## config.mk

```make
export PLATFORM = sky130hd
export DESIGN_NAME = fp_to_fixed_pipe
export DESIGN_NICKNAME = d
export VERILOG_FILES = /design/src/rtl/cordic_pkg.sv /design/src/rtl/barrel_shift_gs.sv /design/src/rtl/fp_to_fixed_pipe.sv
export SDC_FILE = /design/constraint.sdc
export NUM_CORES = 1
export LEC_CHECK = 0
export BUFFER_PORTS_ARGS = -buffer_cell sky130_fd_sc_hd__buf_2
export CORE_ASPECT_RATIO = 0.9
export CORE_UTILIZATION = 40
export CTS_CLUSTER_DIAMETER = 100
export DETAILED_ROUTE_END_ITERATION = 12
export GPL_TIMING_DRIVEN = 0
export PLACE_DENSITY_LB_ADDON = 0.3
export REMOVE_ABC_BUFFERS = 1
export SLEW_MARGIN = 20
export SYNTH_ARGS = -nofsm -noshare
export SYNTH_HDL_FRONTEND = slang
export SYNTH_SLANG_ARGS = --single-unit
```

## constraint.sdc

```tcl
create_clock -name clk -period 10 [get_ports clk]
set_clock_uncertainty 0.2 [all_clocks]
set_input_delay 0.5 -clock clk [delete_from_list [all_inputs] [get_ports clk]]
set_output_delay 0.5 -clock clk [all_outputs]
set_load 0.1 [all_outputs]
```

## src/rtl/cordic_pkg.sv

```systemverilog
// Shared types and constants for the CORDIC float front end.
// IEEE-754 single field layout, operand classes and width helpers.
package cordic_pkg;

  localparam int SIGN_W   = 1;
  localparam int EXP_W    = 8;
  localparam int MANT_W   = 23;
  localparam int EXP_BIAS = 127;
  localparam int SHIFT_W  = 10;

  typedef struct packed {
    logic              sign;
    logic [EXP_W-1:0]  exp;
    logic [MANT_W-1:0] mant;
  } fp32_t;

  typedef enum logic [1:0] {
    NORMAL,
    ZERO,
    INF,
    NAN
  } fp_class_e;

  function automatic int fixed_width(int int_bits, int frac_bits);
    return int_bits + frac_bits + 1;
  endfunction

  // Subnormals land in ZERO: they are flushed.
  function automatic fp_class_e classify(fp32_t f);
    fp_class_e c;
    c = NORMAL;
    unique case (1'b1)
      (f.exp == '0):                  c = ZERO;
      (f.exp == '1 && f.mant != '0):  c = NAN;
      (f.exp == '1 && f.mant == '0):  c = INF;
      default:                        c = NORMAL;
    endcase
    return c;
  endfunction

endpackage

```

## src/rtl/barrel_shift_gs.sv

```systemverilog
// Bidirectional shifter of an integer mantissa into a magnitude,
// with guard, sticky and overflow detection.
module barrel_shift_gs #(
  parameter int MW = 24,
  parameter int OW = 25,
  parameter int SW = 10
) (
  input  logic [MW-1:0]        mant,
  input  logic signed [SW-1:0] shift,
  output logic [OW-1:0]        mag,
  output logic                 guard,
  output logic                 sticky,
  output logic                 overflow
);

  localparam int LW   = MW + OW;
  localparam int RW   = 2 * MW + 2;
  localparam int RMAX = MW + 1;

  logic [LW-1:0] lframe;
  logic [RW-1:0] rframe;
  logic [LW-1:0] ipart;
  logic [SW-1:0] lamt;
  logic [SW-1:0] ramt;
  logic          far;

  always_comb begin
    lframe = '0;
    rframe = '0;
    ipart  = '0;
    lamt   = shift;
    ramt   = -shift;
    far    = 1'b0;
    guard  = 1'b0;
    sticky = 1'b0;
    if (!shift[SW-1]) begin
      if (lamt > SW'(OW)) begin
        far = |mant;
      end else begin
        lframe = {{OW{1'b0}}, mant} << lamt;
        ipart  = lframe;
      end
    end else begin
      // Beyond MW+1 the whole mantissa sits below the guard position.
      if (ramt > SW'(RMAX)) begin
        sticky = |mant;
      end else begin
        rframe = {mant, {(MW+2){1'b0}}} >> ramt;
        ipart  = LW'(rframe[RW-1:MW+2]);
        guard  = rframe[MW+1];
        sticky = |rframe[MW:0];
      end
    end
    mag      = ipart[OW-1:0];
    overflow = far | (|ipart[LW-1:OW]);
  end

endmodule

```

## src/rtl/fp_to_fixed_pipe.sv

```systemverilog
// Three-stage IEEE-754 single to signed Q(INT.FRAC) converter
// with rounding, saturation and valid/ready flow control.
module fp_to_fixed_pipe
  import cordic_pkg::*;
#(
  parameter  int FRACTIONAL_BITS = 22,
  parameter  int INT_BITS        = 1,
  parameter  int ROUND_NEAREST   = 1,
  localparam int W = fixed_width(INT_BITS, FRACTIONAL_BITS)
) (
  input  logic         clk,
  input  logic         reset,
  input  logic         in_valid,
  output logic         in_ready,
  input  logic [31:0]  in_data,
  output logic         out_valid,
  input  logic         out_ready,
  output logic [W-1:0] out_data,
  output logic         out_ovf,
  output logic         out_inv
);

  localparam int MW   = MANT_W + 1;
  localparam int OW   = W + 1;
  localparam int SOFS = EXP_BIAS + MANT_W - FRACTIONAL_BITS;

  localparam logic [OW:0] POS_MAX =
    {2'b00, 1'b0, {(W-1){1'b1}}};
  localparam logic [OW:0] NEG_MAX =
    {2'b00, 1'b1, {(W-1){1'b0}}};
  localparam logic [W-1:0] SAT_POS = {1'b0, {(W-1){1'b1}}};
  localparam logic [W-1:0] SAT_NEG = {1'b1, {(W-1){1'b0}}};

  logic ld1, ld2, ld3;

  logic                      v1;
  fp_class_e                 cls1;
  logic                      sign1;
  logic [MW-1:0]             mant1;
  logic signed [SHIFT_W-1:0] shift1;

  logic          v2;
  fp_class_e     cls2;
  logic          sign2;
  logic [OW-1:0] mag2;
  logic          g2, t2, sovf2;

  fp32_t                     f;
  fp_class_e                 cls_in;
  logic signed [SHIFT_W-1:0] shift_in;

  logic [OW-1:0] sh_mag;
  logic          sh_g, sh_t, sh_ovf;

  logic          inc;
  logic [OW:0]   rmag;
  logic [W-1:0]  res;
  logic          rovf, rinv;

  assign ld3      = !out_valid || out_ready;
  assign ld2      = !v2 || ld3;
  assign ld1      = !v1 || ld2;
  assign in_ready = ld1;

  always_comb begin
    f        = in_data;
    cls_in   = classify(f);
    shift_in = $signed({{(SHIFT_W-EXP_W){1'b0}}, f.exp})
             - $signed(SHIFT_W'(SOFS));
  end

  barrel_shift_gs #(
    .MW(MW),
    .OW(OW),
    .SW(SHIFT_W)
  ) u_shift (
    .mant    (mant1),
    .shift   (shift1),
    .mag     (sh_mag),
    .guard   (sh_g),
    .sticky  (sh_t),
    .overflow(sh_ovf)
  );

  always_comb begin
    inc  = (ROUND_NEAREST != 0) && g2 && (t2 || mag2[0]);
    rmag = {1'b0, mag2} + {{OW{1'b0}}, inc};
    res  = '0;
    rovf = 1'b0;
    rinv = 1'b0;
    unique case (cls2)
      ZERO: res = '0;
      NAN:  rinv = 1'b1;
      INF: begin
        res  = sign2 ? SAT_NEG : SAT_POS;
        rovf = 1'b1;
      end
      NORMAL: begin
        // -2^(W-1) is representable, so the negative limit is one larger.
        if (sovf2 || (!sign2 && rmag > POS_MAX)
                  || (sign2 && rmag > NEG_MAX)) begin
          res  = sign2 ? SAT_NEG : SAT_POS;
          rovf = 1'b1;
        end else begin
          res = sign2 ? W'(0) - rmag[W-1:0] : rmag[W-1:0];
        end
      end
    endcase
  end

  always_ff @(posedge clk) begin
    if (reset) begin
      v1        <= 1'b0;
      v2        <= 1'b0;
      out_valid <= 1'b0;
      out_data  <= '0;
      out_ovf   <= 1'b0;
      out_inv   <= 1'b0;
    end else begin
      if (ld1) v1 <= in_valid;
      if (ld2) v2 <= v1;
      if (ld3) begin
        out_valid <= v2;
        if (v2) begin
          out_data <= res;
          out_ovf  <= rovf;
          out_inv  <= rinv;
        end
      end
    end
  end

  always_ff @(posedge clk) begin
    if (ld1 && in_valid) begin
      cls1   <= cls_in;
      sign1  <= f.sign;
      mant1  <= {1'b1, f.mant};
      shift1 <= shift_in;
    end
    if (ld2 && v1) begin
      cls2  <= cls1;
      sign2 <= sign1;
      mag2  <= sh_mag;
      g2    <= sh_g;
      t2    <= sh_t;
      sovf2 <= sh_ovf;
    end
  end

endmodule
```

# ---- Yosys cells after proc, flatten, opt, wreduce, memory -nomap -nowiden
# Cells that the tools add are included.
dict set report totals {
  reg_bits 96
  latch_bits 0
  ram_bits 0
  romBits 0
  in_bits 36
  out_inout_bits 28
  word_cells 70
  n_memories 0
}
dict set report op_classes {
  add_sub_neg 4
  mul 0
  div 0
  magnitude_cmp 4
  n_eq_ne 3
  shifts 2
  muxes 14
  bitwise_logic 2
  n_reduce_logical 25
}
# operator n
set op_table {}
lappend op_table {{$mux W49} 2}
lappend op_table {{$mux W24} 4}
lappend op_table {{$shr A50 B10 Y50} 1}
lappend op_table {{$shl A24 B10 Y49} 1}
lappend op_table {{$pmux W24 S2} 1}
lappend op_table {{$add A25 B1 Y26} 1}
lappend op_table {{$gt A26 B23 Y1 const B} 1}
lappend op_table {{$gt A26 B24 Y1 const B} 1}
lappend op_table {{$reduce_or A25 Y1} 1}
lappend op_table {{$reduce_or A24 Y1} 1}
lappend op_table {{$sub A1 B24 Y24 const A} 1}
lappend op_table {{$logic_not A23 Y1} 1}
lappend op_table {{$reduce_bool A23 Y1} 1}
lappend op_table {{$gt A10 B5 Y1 const B} 2}
lappend op_table {{$neg A10 Y10} 1}
lappend op_table {{$sub A8 B8 Y9 const B} 1}
lappend op_table {{$eq A8 B8 Y1 const B} 1}
lappend op_table {{$logic_not A8 Y1} 1}
lappend op_table {{$logic_and A1 B1 Y1} 7}
lappend op_table {{$logic_or A1 B1 Y1} 6}
lappend op_table {{$pmux W2 S3} 1}
lappend op_table {{$mux W1} 5}
lappend op_table {{$eq A2 B2 Y1 const B} 2}
lappend op_table {{$logic_not A1 Y1} 4}
lappend op_table {{other kinds (6)} 6}

# ---- Depth between registers and ports, before layout
# Gate-level depths: netlist (run 1).
dict set report logic_depth {
  ltp_word 9
  depth_mapped 17
}

# ---- Hierarchy
# Synthesis (run 1) repeated with hierarchy kept, for this count alone.
dict set report unflattened {
  cells_unflattened 988
  area_unflattened_um2 9210.1
}
# mod instances cells_each area_per_inst_um2
set modules_own_cells {}
lappend modules_own_cells {fp_to_fixed_pipe 1 415 4967.3}
lappend modules_own_cells {barrel_shift_gs 1 573 4242.8}

# ---- Worst setup path before layout (run 1)
# OpenSTA, ideal clock, no wires.
dict set report synth_path {
  path_kind {flip-flop to flip-flop}
  startpoint {reg shift1[0]}
  endpoint {reg t2 (data pin)}
  setup_ps 274
  arrival_ps 3601
  required_time_ps 9526
  slack_ps 5925
  stages_incl_launch_ff 14
  n_path_buf 5
  period_less_slack_ps 4075
  path_cell_list {edfxtp_1 -> buf_4 -> inv_2 -> buf_6 -> buf_1 -> ha_1 -> clkbuf_1 -> xor2_1 -> buf_2 -> mux4_2 -> mux4_2 -> or4_1 -> o211ai_1 -> a41oi_1}
}
dict set report synth_via {
  elab_chain_cells 4
  elab_cells_between_ends 5
}
# element line
set synth_rtl {}
lappend synth_rtl {{from (decl)} fp_to_fixed_pipe.sv:40} ;# logic signed [SHIFT_W-1:0] shift1;
lappend synth_rtl {{from (signal assigned)} fp_to_fixed_pipe.sv:138} ;# shift1 <= shift_in;
lappend synth_rtl {{$neg A10 Y10 *} barrel_shift_gs.sv:32} ;# ramt = -shift;
lappend synth_rtl {{$shr A50 B10 Y50} barrel_shift_gs.sv:48} ;# rframe = {mant, {(MW+2){1'b0}}} >> ramt;
lappend synth_rtl {{$reduce_or A25 Y1} barrel_shift_gs.sv:51} ;# sticky = |rframe[MW:0];
lappend synth_rtl {{$mux W1 *} barrel_shift_gs.sv:45} ;# if (ramt > SW'(RMAX)) begin
lappend synth_rtl {{to (signal assigned)} fp_to_fixed_pipe.sv:145} ;# t2 <= sh_t;
lappend synth_rtl {{to (decl)} fp_to_fixed_pipe.sv:46} ;# logic g2, t2, sovf2;
# Mark *: on every way between the ends. The rest lies on a longest branch, timed or not.
# A chain may end at the register's enable or synchronous reset.

# ---- Worst setup path after layout (run 1)
# Same ends and word-level chain as after synthesis.

==> results.py, run 1 <==
metrics = {
    "timing": {
        "setup_viol": 0,
        "min_period_over_period_pct": 51.6,
        "whs_ns": 0.115,
        "relSlewSlack_pct": 25.5,
        "worst_slew_pin_slew_ns": 1.12,
        "rsz0062_at_grt": "false",
        "final.setup.worst_slack_ns": 4.84,
        "slew_violations": 0,
        "max_freq_ghz": 0.194,
        "setup_tns_ns": 0,
        "hold_viol_final": 0,
        "min_period_ns": 5.16,
    },
    "critical_path": {
        "crit_cells": 11,
        "max_stage_delay_ns": 0.93,
        "critical-path-slowest-cell": "ha_1",
        "cp.required_ns": 9.87,
        "crit_path_cell_trace": "buf_8 > inv_2 > ha_1 > clkinv_1 > and3_1 > a211oi_1 > o211a_1 > a31oi_1 > o31a_1 > o31ai_1 > a41oi_1",
        "r2r_cells": 11,
        "cp.arrival_ns": 5.02,
        "crit_type": "reg2reg",
        "cp_num_buf_inv": 3,
        "start_kind": "register",
        "worst-path-max-fanout": 29,
        "setup.worst_path.end_class": "register",
        "critPathTopFamily": "buffers and inverters",
    },
    "drt": {
        "drc": 1,
        "ant_nets": 0,
        "post_drt_wl_per_cell_um": 19.5,
        "drt_iter0_drc": 907,
        "first_pass_iters": 11,
        "vias": 7958,
        "via_per_inst": 6.33,
        "wl_mm": 24.6,
    },
    "hold_path": {
        "hold_class": "in2reg",
        "holdPathStages": 1,
    },
    "place": {
        "placed_area_sq_um": 9090,
        "numPortBuffers": 63,
        "dp_slack_ns": 4.40,
        "dp_hpwl_mm": 18.6,
        "globalplace.congestion": 0.934,
    },
    "synthesis": {
        "yosys_warnings": 0,
        "synthMuxAreaShare_pct": 16.8,
        "synth.top_cell.area_share_pct": 23.1,
        "synth_xor_area_share_pct": 3.83,
        "ys_top_cells_by_area": "edfxtp_1 (23%), mux4_2 (11%), dfxtp_1 (6.9%)",
        "synth-adder-area-share_pct": 1.18,
        "yosysUniqueCellTypes": 86,
        "synth_simple_gate_area_share_pct": 22.4,
        "synth-edff-count": 65,
        "async_reset_ff_share_pct": 0,
        "synth_compound_area_share_pct": 21.1,
        "ys_ff_latch": 94,
        "yosys.area.top_type": "edfxtp_1",
        "netlist_instances": 950,
        "synth-main-ff-cell": "edfxtp_1",
        "synth.yosys.seq_area_share_pct": 29.9,
        "syn_area_per_cell_sq_um": 8.91,
        "synth_top_family_by_area": "simple AND/OR/NAND/NOR gates",
        "synth_area_sq_um": 8470,
    },
    "global_routing": {
        "grt_pass1_vias": 7233,
        "overflow": 0,
        "antenna_found_initial": 0,
        "grt_pass1_wl_mm": 39.6,
        "grt_use_total_pct": 23.2,
        "grt_max_degree": 35,
    },
    "clock_network": {
        "clk_pin_slew_ns": 0.07,
        "cts_sinks": 94,
        "ctsHoldBuffers": 0,
        "cts_root_buf": "clkbuf_16",
        "numCtsBuffers": 9,
        "h-tree-depth": 3,
        "cts_tree": "done",
        "clk_latency_ns": 0.35,
        "cts_setup_buffers": 0,
        "ctsResizeCount": 0,
        "cts_max_path_buffers": 2,
    },
    "pwr": {
        "switching_power_mw": 0.485,
        "p_int_mw": 0.811,
        "power_density_nw_per_um2": 138,
        "pwr-share-comb_pct": 34.9,
        "power.leakage_nw": 3.21,
        "clkPwrFrac_pct": 27.0,
        "switching_share_pct": 37.4,
        "seqPwrFrac_pct": 38.1,
        "peakVddDrop_mv": 0.0763,
    },
    "status": {
        "outcome": "finished, violations left",
        "violations": "DRC",
    },
    "floorplan": {
        "ios": 64,
        "rows": 50,
        "die_h_um": 140,
        "die_w_um": 155,
        "core_sq_um": 20800,
        "initial_core_util_pct": 40.8,
        "die-area_sq_um": 21800,
    },
    "layout": {
        "fin_nets": 1011,
        "antennaDiodeCount": 0,
        "mostFrequentLayoutCells": "nand2_1 (89), nor2_1 (82), edfxtp_1 (65)",
        "fin_area_sq_um": 9410,
        "final_common_cell": "nand2_1",
        "area_growth_pct": 11.2,
        "multi_input_area_sq_um": 5610,
        "drive_gt1_share_pct": 18.5,
        "fillers": 2035,
        "regArea_sq_um": 2530,
    },
    "flow_run": {
        "maxCapViolations": 0,
    },
}
[path summary, 6_finish.rpt]
check	from	end	slack (ns)
worst max register to register	shift1[0]	t2	4.84
worst min-delay path	in_data[31]	sign1	0.12
worst max-delay path	shift1[0]	t2	4.84
worst min register to register	cls1[0]	cls2[0]	0.22
[layer usage]
layer / vias up / routed length (um) / share of wire [%] / track usage, %
met1: 3790 / 11000 / 45 / 33.5
met4: 0 / 630 / 2.6 / 7.33
met2: 396 / 10900 / 44 / 35.5
met5: - / 0 / 0 / 0
li1: 3721 / - / - / -
met3: 51 / 2060 / 8.4 / 3.53
[sequential cells by signal, summed over array words and instances (netlist names), 2 cells and up]
register	count
mag2	25
out_data	24
mant1	23
shift1	8
cls1	2
cls2	2
[power groups by stage]
| stage | combinational, mW | sequential (mW) | clock, mW |
|---|---|---|---|
| CTS | 0.439 | 0.496 | 0.360 |
| detailed placement | 0.437 | 0.504 | 0 |
| floorplan | 0.280 | 0.530 | 0 |
| finish | 0.452 | 0.493 | 0.350 |
| global placement | 0.415 | 0.511 | 0 |
| global route | 0.485 | 0.498 | 0.372 |
[final cells by class]
type                    instances  area share [%]
repair buffers                 76            5.72
inverters                      20           0.798
clock buffers                  10            2.43
flip-flops and latches         94            26.9
well taps                     286            3.80
multi-input cells             766            59.6
clock inverters                 6           0.731
[cells by family after synthesis]
group,after synthesis
compound gates,264
xor+xnor,37
fa+ha+maj,8
buf+inv,90
flops,94
mux,91
simple gates,366
[cells in the mapped netlist, types with 4 or more instances]
master    instances
clkbuf_1         40
or2_2             4
mux4_2           40
a211o_1           6
nand4_1          14
dfxtp_1          29
ha_1              8
o221ai_1          6
a311o_1           4
inv_1            16
nor2_1           82
o31ai_1          10
xor2_1           11
mux2i_1          42
xnor2_1          26
a211oi_1         12
and2_1            8
buf_2            17
o211ai_1          6
nand2b_1          9
o21ai_0          58
buf_1             5
a31oi_1          13
o21ai_1           5
nor3b_1           8
nor4_1           19
o21a_1            4
a41oi_1           4
and3_1           12
or3_1            12
o22ai_1          17
a21o_1            5
nor2b_1           8
mux2_2            9
nand2_1          89
nand3b_1          5
nand3_1          36
a21oi_1          62
buf_6             4
edfxtp_1         65
nor3_1           36
[metrics by stage]
stage	total power, mW	util, %	instances
3_3_place_gp	0.926	42.4	1229
6_report	1.30	45.3	1258
3_5_place_dp	0.942	43.8	1240
2_1_floorplan	0.809	-	880
4_1_cts	1.29	45.2	1256
5_1_grt	1.36	45.3	1258
Power figures use the tool's default switching activity.
==> inputs of run 2 (changes only) <==
Clock period 10 ns to 5.1 ns, I/O delays scaled along.
==> run 2 against run 1 <==
- critical endpoint unchanged
- critical path depth is 1 lower
- largest cell class unchanged
- final cell count is 2.5% higher
- final area is 3.4% higher
- routed wire length is 3.1% higher
- largest power group unchanged
- critical path type unchanged
- register-to-register slack worse by 4.3 ns
- the run still ends with DRC left
- highest routed layer unchanged
- combinational power is 100% higher
- setup slack worse by 4.3 ns
- clock power is 96% higher
==> results.py, run 2 (synthesis gave the netlist of run 1 again) <==
metrics = {
    "status": {
        "outcome": "finished, violations left",
        "violations": "DRC",
    },
    "clock_network": {
        "numCtsBuffers": 9,
        "cts_tree": "done",
        "cts_root_buf": "clkbuf_16",
        "clk_pin_slew_ns": 0.07,
        "cts_sinks": 94,
        "cts_max_path_buffers": 2,
        "clk_latency_ns": 0.35,
        "h-tree-depth": 3,
    },
    "pwr": {
        "switching_share_pct": 37.4,
        "power_mw": 2.56,
        "clkPwrFrac_pct": 26.8,
        "peakVddDrop_mv": 0.155,
        "pwr-share-comb_pct": 35.4,
        "power.leakage_nw": 3.34,
        "switching_power_mw": 0.957,
        "power_density_nw_per_um2": 263,
        "p_int_mw": 1.61,
        "seqPwrFrac_pct": 37.8,
    },
    "timing": {
        "rsz0062_at_grt": "false",
        "min_period_over_period_pct": 88.8,
        "relSlewSlack_pct": 28.4,
        "hold_viol_final": 0,
        "slew_violations": 0,
        "setup_tns_ns": 0,
        "setup_viol": 0,
        "whs_ns": 0.00852,
        "final.setup.worst_slack_ns": 0.570,
        "worst_slew_pin_slew_ns": 1.07,
        "min_period_ns": 4.53,
        "max_freq_ghz": 0.221,
    },
    "layout": {
        "largest-register": "mag2",
        "mostFrequentLayoutCells": "nand2_1 (89), nor2_1 (82), edfxtp_1 (65)",
        "drive_gt1_share_pct": 18.1,
        "antennaDiodeCount": 0,
        "largest_reg_flops": 25,
        "fin_nets": 1043,
        "area_growth_pct": 14.9,
        "largest_registers": "mag2: 25 flops, out_data: 24 flops, mant1: 23 flops",
        "fillers": 1997,
        "final_common_cell": "nand2_1",
    },
    "critical_path": {
        "crit_path_start": "shift1[1]",
        "worst-path-max-fanout": 29,
        "max_stage_delay_ns": 0.86,
        "start_kind": "register",
        "crit_path_cell_trace": "inv_1 > ha_2 > clkinv_2 > and3_1 > a211oi_1 > o211a_1 > a31oi_1 > o31a_1 > o31ai_1 > a41oi_1",
        "critical-path-slowest-cell": "edfxtp_1",
        "cp.arrival_ns": 4.40,
        "cp.required_ns": 4.97,
        "setup.worst_path.end_class": "register",
        "worstReg2RegStart": "shift1[1]",
        "crit_type": "reg2reg",
    },
    "floorplan": {
        "rows": 50,
        "die_w_um": 155,
        "die_h_um": 140,
        "initial_core_util_pct": 40.8,
        "die-area_sq_um": 21800,
        "core_sq_um": 20800,
        "ios": 64,
    },
    "drt": {
        "first_pass_iters": 9,
        "drt_iter0_drc": 927,
        "vias": 8115,
        "ant_nets": 0,
        "wl_mm": 25.3,
        "via_per_inst": 6.29,
        "post_drt_wl_per_cell_um": 19.6,
        "drc": 1,
    },
    "place": {
        "dp_hpwl_mm": 18.6,
        "globalplace.congestion": 0.934,
        "numPortBuffers": 63,
        "dp_slack_ns": -0.504,
    },
    "global_routing": {
        "overflow": 0,
        "grt_max_degree": 33,
        "grt_use_total_pct": 23.8,
        "antenna_found_initial": 0,
        "grt_pass1_wl_mm": 40.7,
        "grt_pass1_vias": 7488,
    },
    "flow_run": {
        "maxCapViolations": 0,
    },
    "hold_path": {
        "hold_start": "in_valid",
        "hold_class": "in2reg",
    },
}
## run 2: cell count changes in the layout (fill, tap and decap cells not counted)
cell | previous run | this run
ha_2 | 0 | 1
buf_6 | 4 | 5
clkinv_1 | 2 | 1
dlygate4sd3_1 | 0 | 32
buf_8 | 4 | 3
clkinv_2 | 0 | 1
ha_1 | 8 | 7
## run 2: worst max-delay path, delay by kind of cell, from the launching register on
kind,cells,cell delay (ns)
buf+inv,2,0.75
compound gates,6,1.33
simple gates,1,0.27
fa+ha+maj,1,0.82
flops,1,0.86
## run 2: routing by layer
layer  track usage (%)  wire length, um  vias up
met5                 0                0        -
met1              33.9            11400     3887
li1                  -                -     3790
met4              7.33              589        0
met3              3.56             1920       44
met2              37.2            11400      394
## run 2: final timing paths
path	endpoint	slack (ns)	cells after the start
max	t2	0.57	10
max reg2reg	t2	0.57	10
min reg2reg	cls2[0]	0.22	0
min	v1	0.009	3
## run 2: repair_timing
item	CTS	global route
hold buffers	32	0
endpoints found under the hold margin	32	0
buffers inserted	1	0
resized for setup	1	1
endpoints found under the setup margin	4	1
## run 2: final cells by class
class | count | area [sq um] | area share, %
Clock buffer | 10 | 229 | 2.35
Inverter | 20 | 76.3 | 0.784
Multi-Input combinational cell | 766 | 5610 | 57.7
Timing Repair Buffer | 108 | 855 | 8.78
Sequential cell | 94 | 2530 | 26.0
Tap cell | 286 | 358 | 3.68
Clock inverter | 6 | 68.8 | 0.707
## run 2: power by group through the flow
stage	Clock [mW]	Sequential [mW]	Combinational (mW)
after detailed placement	0	0.989	0.858
after floorplan	0	1.04	0.548
after global routing	0.730	0.979	0.972
after CTS	0.705	0.969	0.883
final	0.687	0.969	0.907
after global placement	0	1.00	0.814
## run 2: per-stage QoR
step / utilization (%) / instance area [sq um] / instances
global placement: 42.4 / 8810 / 1229
CTS: 46.8 / 9720 / 1289
global route: 46.9 / 9730 / 1290
detailed placement: 43.8 / 9090 / 1240
finish: 46.9 / 9730 / 1290
floorplan: - / 8140 / 880
